**src/rtl/core_pkg.sv**
```systemverilog
// Shared fetch-side types: FSM state encoding, queue entry layout and the NOP filler word.
package core_pkg;

  typedef enum logic [0:0] {
    RUN   = 1'b0,
    FLUSH = 1'b1
  } fetch_state_e;

  localparam logic [31:0] NOP_INST = 32'h0000_0013;

  typedef struct packed {
    logic [31:0] pc;
    logic [31:0] pc_plus_4;
    logic [31:0] inst;
  } fetch_entry_t;

  function automatic logic [31:0] word_align(input logic [31:0] addr);
    return {addr[31:2], 2'b00};
  endfunction

endpackage

```
**src/rtl/fetch_unit_if.sv**
```systemverilog
// Fetch unit boundary: imem request/response, redirect input and the IF/ID output stage.
interface fetch_unit_if;

  logic        imem_req_valid;
  logic        imem_req_ready;
  logic [31:0] imem_req_addr;
  logic        imem_resp_valid;
  logic [31:0] imem_resp_data;
  logic        redirect_valid;
  logic [31:0] redirect_pc;
  logic        stall;
  logic        out_valid;
  logic [31:0] out_pc;
  logic [31:0] out_pc_plus_4;
  logic [31:0] out_inst;

  modport master (
    output imem_req_valid,
    input  imem_req_ready,
    output imem_req_addr,
    input  imem_resp_valid,
    input  imem_resp_data,
    input  redirect_valid,
    input  redirect_pc,
    input  stall,
    output out_valid,
    output out_pc,
    output out_pc_plus_4,
    output out_inst
  );

  modport slave (
    input  imem_req_valid,
    output imem_req_ready,
    input  imem_req_addr,
    output imem_resp_valid,
    output imem_resp_data,
    output redirect_valid,
    output redirect_pc,
    output stall,
    input  out_valid,
    input  out_pc,
    input  out_pc_plus_4,
    input  out_inst
  );

endinterface

```
**src/rtl/fetch_queue.sv**
```systemverilog
// In-order fetch queue (registered storage, head read straight from the array); push-to-head 1 cycle.
// Clear beats push/pop; push when full and pop when empty are ignored, the caller's credits prevent both.
module fetch_queue
  import core_pkg::*;
#(
  parameter int DEPTH = 2
) (
  input  logic                         clk,
  input  logic                         rst,
  input  logic                         clear,
  input  logic                         push,
  input  fetch_entry_t                 push_data,
  input  logic                         pop,
  output fetch_entry_t                 head,
  output logic                         empty,
  output logic [$clog2(DEPTH+1)-1:0]   count
);

  localparam int AW = (DEPTH > 1) ? $clog2(DEPTH) : 1;
  localparam int CW = $clog2(DEPTH + 1);
  localparam logic [CW-1:0] FULL_CNT = DEPTH[CW-1:0];

  fetch_entry_t  mem [DEPTH];
  logic [AW-1:0] wr_ptr;
  logic [AW-1:0] rd_ptr;
  logic          full;
  logic          do_push;
  logic          do_pop;

  assign empty   = (count == '0);
  assign full    = (count == FULL_CNT);
  assign do_push = push && !full && !clear;
  assign do_pop  = pop && !empty && !clear;
  assign head    = mem[rd_ptr];

  // Payload needs no reset: nothing reads it while count says empty.
  always_ff @(posedge clk) begin
    if (do_push) begin
      mem[wr_ptr] <= push_data;
    end
  end

  always_ff @(posedge clk) begin
    if (rst || clear) begin
      wr_ptr <= '0;
      rd_ptr <= '0;
      count  <= '0;
    end else begin
      if (do_push) begin
        wr_ptr <= wr_ptr + 1'b1;
      end
      if (do_pop) begin
        rd_ptr <= rd_ptr + 1'b1;
      end
      case ({do_push, do_pop})
        2'b10:   count <= count + 1'b1;
        2'b01:   count <= count - 1'b1;
        default: count <= count;
      endcase
    end
  end

endmodule

```
**src/rtl/fetch_unit.sv**
```systemverilog
// Fetch unit: credit-limited sequential PC fetch into an in-order queue; response reaches out_* 1 cycle later.
// stall freezes the queue head; requests stop once outstanding + queued reaches FQ_DEPTH.
module fetch_unit
  import core_pkg::*;
#(
  parameter logic [31:0] RESET_PC = 32'h0000_0000,
  parameter int          FQ_DEPTH = 2
) (
  input logic          clk,
  input logic          rst,
  fetch_unit_if.master bus
);

  localparam int CW = $clog2(FQ_DEPTH + 1);
  localparam logic [CW:0] CREDIT_LIM = FQ_DEPTH[CW:0];

  fetch_state_e  state;
  logic [31:0]   fpc;
  logic [31:0]   resp_pc;
  logic [CW-1:0] outstanding;
  logic [CW-1:0] outstanding_nxt;
  logic [CW-1:0] drop_cnt;
  logic [CW-1:0] occupancy;
  logic [CW:0]   credits_used;
  logic          req_fire;
  logic          q_push;
  logic          q_pop;
  logic          q_empty;
  fetch_entry_t  q_in;
  fetch_entry_t  q_head;

  assign credits_used = {1'b0, outstanding} + {1'b0, occupancy};

  assign bus.imem_req_valid = !rst && (state == RUN) && !bus.redirect_valid
                              && (credits_used < CREDIT_LIM);
  assign bus.imem_req_addr  = word_align(fpc);
  assign req_fire           = bus.imem_req_valid && bus.imem_req_ready;

  // resp_pc tracks the PC of the oldest live request, so responses carry no tag.
  assign q_push = (state == RUN) && bus.imem_resp_valid && !bus.redirect_valid;
  assign q_pop  = !q_empty && !bus.stall && !bus.redirect_valid;
  assign q_in   = '{pc: resp_pc, pc_plus_4: resp_pc + 32'd4, inst: bus.imem_resp_data};

  always_comb begin
    outstanding_nxt = outstanding;
    if (req_fire && !bus.imem_resp_valid) begin
      outstanding_nxt = outstanding + 1'b1;
    end else if (!req_fire && bus.imem_resp_valid && (outstanding != '0)) begin
      outstanding_nxt = outstanding - 1'b1;
    end
  end

  fetch_queue #(
    .DEPTH (FQ_DEPTH)
  ) u_queue (
    .clk       (clk),
    .rst       (rst),
    .clear     (bus.redirect_valid),
    .push      (q_push),
    .push_data (q_in),
    .pop       (q_pop),
    .head      (q_head),
    .empty     (q_empty),
    .count     (occupancy)
  );

  assign bus.out_valid     = !q_empty;
  assign bus.out_pc        = q_empty ? 32'h0 : q_head.pc;
  assign bus.out_pc_plus_4 = q_empty ? 32'h0 : q_head.pc_plus_4;
  assign bus.out_inst      = q_empty ? NOP_INST : q_head.inst;

  always_ff @(posedge clk) begin
    if (rst) begin
      state       <= RUN;
      fpc         <= RESET_PC;
      resp_pc     <= RESET_PC;
      outstanding <= '0;
      drop_cnt    <= '0;
    end else begin
      if (req_fire) begin
        fpc <= fpc + 32'd4;
      end
      case (state)
        RUN: begin
          if (bus.redirect_valid) begin
            // Everything still in flight belongs to the old path and gets dropped in FLUSH.
            fpc         <= bus.redirect_pc;
            resp_pc     <= bus.redirect_pc;
            outstanding <= '0;
            drop_cnt    <= outstanding_nxt;
            state       <= (outstanding_nxt != '0) ? FLUSH : RUN;
          end else begin
            outstanding <= outstanding_nxt;
            if (bus.imem_resp_valid) begin
              resp_pc <= resp_pc + 32'd4;
            end
          end
        end
        FLUSH: begin
          if (bus.redirect_valid) begin
            fpc     <= bus.redirect_pc;
            resp_pc <= bus.redirect_pc;
          end
          if (bus.imem_resp_valid && (drop_cnt != '0)) begin
            drop_cnt <= drop_cnt - 1'b1;
          end
          if ((drop_cnt == '0) || ((drop_cnt == 1) && bus.imem_resp_valid)) begin
            state <= RUN;
          end
        end
        default: state <= RUN;
      endcase
    end
  end

endmodule

```
**src/flat_wrapper.sv**
```systemverilog
// flat-port wrapper written by rule: the top's interface ports become plain ports
module fetch_unit_flat import core_pkg::*;
#(
  parameter logic [31:0] RESET_PC = 32'h0000_0000,
  parameter int          FQ_DEPTH = 2
)
  (clk, rst, bus_imem_req_valid, bus_imem_req_ready, bus_imem_req_addr, bus_imem_resp_valid, bus_imem_resp_data, bus_redirect_valid, bus_redirect_pc, bus_stall, bus_out_valid, bus_out_pc, bus_out_pc_plus_4, bus_out_inst);
  fetch_unit_if bus_i ();
  input logic clk;
  input logic rst;
  output wire logic [$bits(bus_i.imem_req_valid)-1:0] bus_imem_req_valid;
  input wire logic [$bits(bus_i.imem_req_ready)-1:0] bus_imem_req_ready;
  output wire logic [$bits(bus_i.imem_req_addr)-1:0] bus_imem_req_addr;
  input wire logic [$bits(bus_i.imem_resp_valid)-1:0] bus_imem_resp_valid;
  input wire logic [$bits(bus_i.imem_resp_data)-1:0] bus_imem_resp_data;
  input wire logic [$bits(bus_i.redirect_valid)-1:0] bus_redirect_valid;
  input wire logic [$bits(bus_i.redirect_pc)-1:0] bus_redirect_pc;
  input wire logic [$bits(bus_i.stall)-1:0] bus_stall;
  output wire logic [$bits(bus_i.out_valid)-1:0] bus_out_valid;
  output wire logic [$bits(bus_i.out_pc)-1:0] bus_out_pc;
  output wire logic [$bits(bus_i.out_pc_plus_4)-1:0] bus_out_pc_plus_4;
  output wire logic [$bits(bus_i.out_inst)-1:0] bus_out_inst;
  assign bus_imem_req_valid = bus_i.imem_req_valid;
  assign bus_i.imem_req_ready = bus_imem_req_ready;
  assign bus_imem_req_addr = bus_i.imem_req_addr;
  assign bus_i.imem_resp_valid = bus_imem_resp_valid;
  assign bus_i.imem_resp_data = bus_imem_resp_data;
  assign bus_i.redirect_valid = bus_redirect_valid;
  assign bus_i.redirect_pc = bus_redirect_pc;
  assign bus_i.stall = bus_stall;
  assign bus_out_valid = bus_i.out_valid;
  assign bus_out_pc = bus_i.out_pc;
  assign bus_out_pc_plus_4 = bus_i.out_pc_plus_4;
  assign bus_out_inst = bus_i.out_inst;
  fetch_unit #(.RESET_PC(RESET_PC), .FQ_DEPTH(FQ_DEPTH)) u_core (.clk(clk), .rst(rst), .bus(bus_i));
endmodule
```
**config.mk**
```make
export PLATFORM = sky130hd
export DESIGN_NAME = fetch_unit_flat
export DESIGN_NICKNAME = d
export VERILOG_FILES = /design/src/rtl/core_pkg.sv /design/src/rtl/fetch_unit_if.sv /design/src/rtl/fetch_queue.sv /design/src/rtl/fetch_unit.sv /design/src/flat_wrapper.sv
export SDC_FILE = /design/constraint.sdc
export NUM_CORES = 1
export LEC_CHECK = 0
export ABC_AREA = 1
export BUFFER_PORTS_ARGS = -buffer_cell sky130_fd_sc_hd__buf_2
export CAP_MARGIN = 20
export CORE_MARGIN = 2
export CORE_UTILIZATION = 50
export DETAILED_ROUTE_END_ITERATION = 12
export PLACE_DENSITY = 0.75
export SYNTH_ARGS = -nofsm -noshare
export SYNTH_HDL_FRONTEND = slang
export SYNTH_HIERARCHICAL = 1
export SYNTH_SLANG_ARGS = --single-unit
```
**constraint.sdc**
```tcl
create_clock -name clk -period 16.9 [get_ports clk]
set_clock_uncertainty 0.05 [all_clocks]
set_input_delay 1.69 -clock clk [delete_from_list [all_inputs] [get_ports clk]]
set_output_delay 1.69 -clock clk [all_outputs]
set_load 0.01 [all_outputs]
```
==> impl_results.md <==
- Post-DP HPWL: 20600 um
- Pre-CTS WS: 12.14 ns
- Crit path launch type: input port
- Crit Path Class: in2out
- WP depth: 5
- Endpoint class of the critical path: primary output
- DR iter-0 viols: 944
- Commonest non-fill, non-tap cells in the layout: nand2_1, buf_2, edfxtp_1, inv_1, nor2_1
- RR Startpoint: u_core/state
- N_diodes: 0
- Crit share post-route: 0.280
- Routed length per instance: 15.8 um
- Avg Cell Area, Syn: 9.70 um2
- Die extent in x: 164 um
- CTS H-Tree Depth: 1
- CTS buffer count: 28
- Final WL: 29400 um
- CTS Buffer Depth: 3
- Post-synth EDFFs: 192
- Vias in the first global route: 8857
- Gate Count Post-Synth: 1324
- Gr usage total: 0.213
- Vias per inst: 5.13
- R2R depth: 8
- Clk slew on worst S/H paths: 0.06 ns
- Largest net degree at the start of global routing: 99
- Min-delay src: u_core/outstanding[0]
- Grt ovf: 0
- Number of I/O pins: 200
- Min Tclk post-route: 4.72 ns
- RSZ-0062 raised after global routing: false
- Die area: 27000 um2
- DR vias: 9557
- Reg2reg setup slack: 13.68 ns
- CP max stage delay: 0.38 ns
- Crit path arrival time: 2.98 ns
- Cell mode on critical path: buf_2
- Fin worst setup slack: 12.18 ns
- IO Port Bufs: 197
- Leak Pwr: 0.00645 uW
- Hold Crit Class: reg2reg
- Largest delay share family, worst path: buffers and inverters
- Layout area overhead: 16.2%
- CTS Hold Bufs: 0
- Die Span Y: 164 um
- Post-synthesis cell type count: 46
- Worst Path Buf+Inv: 3
- Cell Rows: 58
- Ys flop type: edfxtp_1
- CP cell instances: buf_2, nor2_8, inv_2, nor2_1, buf_2
- Synth Cell Area: 12800 um2
- Initial antenna violation count: 0
- Commonest non-fill, non-tap cell in the layout: nand2_1
- Max cap viols: 0
- Warnings from Yosys: 6
- Worst-Margin Slew: 1.05 ns
- Core ar.: 25200 um2
- DRT Pass-1 Iters: 7
- PD cells: 96.6 nW/um2
- FF+latch count, synth: 264
- ANT nets after route: 0
- Max-slew violation count: 0
- CP Max Fanout: 38
- Crit path from: bus_redirect_valid
- Setup TNS: 0 ns
- Final #Nets: 1587
- RD Place Congestion: 0.927
- DRC viols: 0
- Fraction of registers with async set/reset: 0
- Fin. Hold Viols: 0
- Share of layout cells above drive strength 1: 0.250
- Reg-to-reg endpoint: u_core/u_queue/mem[1][59]
- Worst slew margin: 0.302
- Setup bufs post-CTS: 0
- Required time worst endpoint: 15.16 ns
- Worst VDD drop: 0.0000661 V
- Setup Viol. Count Final: 0
- Max Clk Rate: 212 MHz
- Initial Utilization: 0.510
- Worst setup endpoint: bus_imem_req_valid
- Critical path's slowest cell: nor2_8
- Clock latency on the worst-skew pair: 0.55 ns
- CTS Root Cell: clkbuf_16
- Register area share after synthesis: 0.561
- Clk sinks: 264
- TritonCTS clock tree: done
- Post-CTS Resized: 0
- Outcome: finished, final reports clean
- Global-route wire length before repair: 45300 um
-- registers in the layout, summed over array words and instances (netlist names), named ones only --
signal                 flops
u_core/u_queue/mem       192
u_core/resp_pc            32
u_core/outstanding         2
u_core/state               1
u_core/u_queue/count       2
u_core/fpc                30
u_core/u_queue/wr_ptr      1
u_core/drop_cnt            2
u_core/u_queue/rd_ptr      1
-- through the flow --
stage	std cells	util	total power [uW]	instance area (um2)	hold WS [ns]
final	1862	0.593	1440	14900	0.466
after global routing	1862	0.593	1500	14900	0.473
after CTS	1862	0.593	1450	14900	0.456
after detailed placement	1810	0.556	856	14000	0.455
after global placement	1810	0.556	852	14000	0.447
after floorplan	1325	-	815	12800	0.405
-- synth_stat cells (2+ instances only) --
library cell,instances,share of area
nand2_1,286,0.084
clkbuf_1,23,0.0067
o22ai_1,3,0.0015
mux2_2,56,0.049
nor3_1,17,0.0066
a211oi_1,2,0.0012
edfxtp_1,192,0.45
nor2_4,2,0.0018
buf_4,2,0.0012
buf_6,2,0.0018
nand2_4,2,0.0018
a21oi_1,53,0.021
xor2_1,14,0.0095
nand3_1,61,0.024
nor4_1,2,0.00097
nor2_1,174,0.051
buf_2,13,0.0051
nor2_8,2,0.0031
nand2_2,5,0.0024
o21ai_1,5,0.0019
buf_12,4,0.0062
nand4_1,6,0.0029
a31oi_1,11,0.0054
nand3b_1,3,0.0018
o21ai_0,39,0.015
inv_1,183,0.053
xnor2_1,8,0.0055
mux2_4,40,0.047
inv_2,7,0.0020
ha_1,6,0.0058
nor3_4,2,0.0025
dfxtp_1,72,0.11
nand3_2,5,0.0039
or2_2,4,0.0019
nor2_2,7,0.0034
-- layer usage --
layer	up-vias	global-route usage	part of all wire
li1	4712	-	-
met1	4364	0.302	0.44
met2	437	0.343	0.45
met3	44	0.0361	0.094
met4	0	0.0486	0.019
met5	-	0	0
-- kinds of logic after synthesis --
group,share of synthesized area
and+or+nand+nor,0.194
DFF,0.561
other,0.000292
buffers and inverters,0.0793
xor gates and xnor gates,0.0150
muxes,0.0958
AOI/OAI and AO/OA,0.0469
adders and majority gates,0.00740
-- final cells by class --
| class | count | area (um2) |
|---|---|---|
| Fill cell | 2099 | 10300 |
| Sequential cell | 264 | 7210 |
| Multi-Input combinational cell | 823 | 4650 |
| Timing Repair Buffer | 202 | 1020 |
| Inverter | 191 | 717 |
| Clock buffer | 31 | 712 |
| Tap cell | 330 | 413 |
| Clock inverter | 21 | 205 |
-- power breakdown --
part	total [uW]	switching, uW	internal (uW)
sequential	741	22.8	718
clock	597	257	341
combinational	103	64.9	38.2
-- worst min-delay path by stage --
stage	end	depth (start not counted)
5_1_grt	u_core/u_queue/mem[0][64]	0
4_1_cts	u_core/u_queue/mem[0][64]	0
3_5_place_dp	u_core/outstanding[0]	2
2_1_floorplan	u_core/u_queue/mem[0][32]	0
6_report	u_core/outstanding[0]	2
3_3_place_gp	u_core/outstanding[0]	2
-- worst reg2reg max path, delay by kind of cell (launching register included) --
family	cells	cell delay, ns
buffers and inverters	3	1.05
flip-flops	1	0.45
AND/OR/NAND/NOR	5	1.24
(Power assumes the default switching activity.)
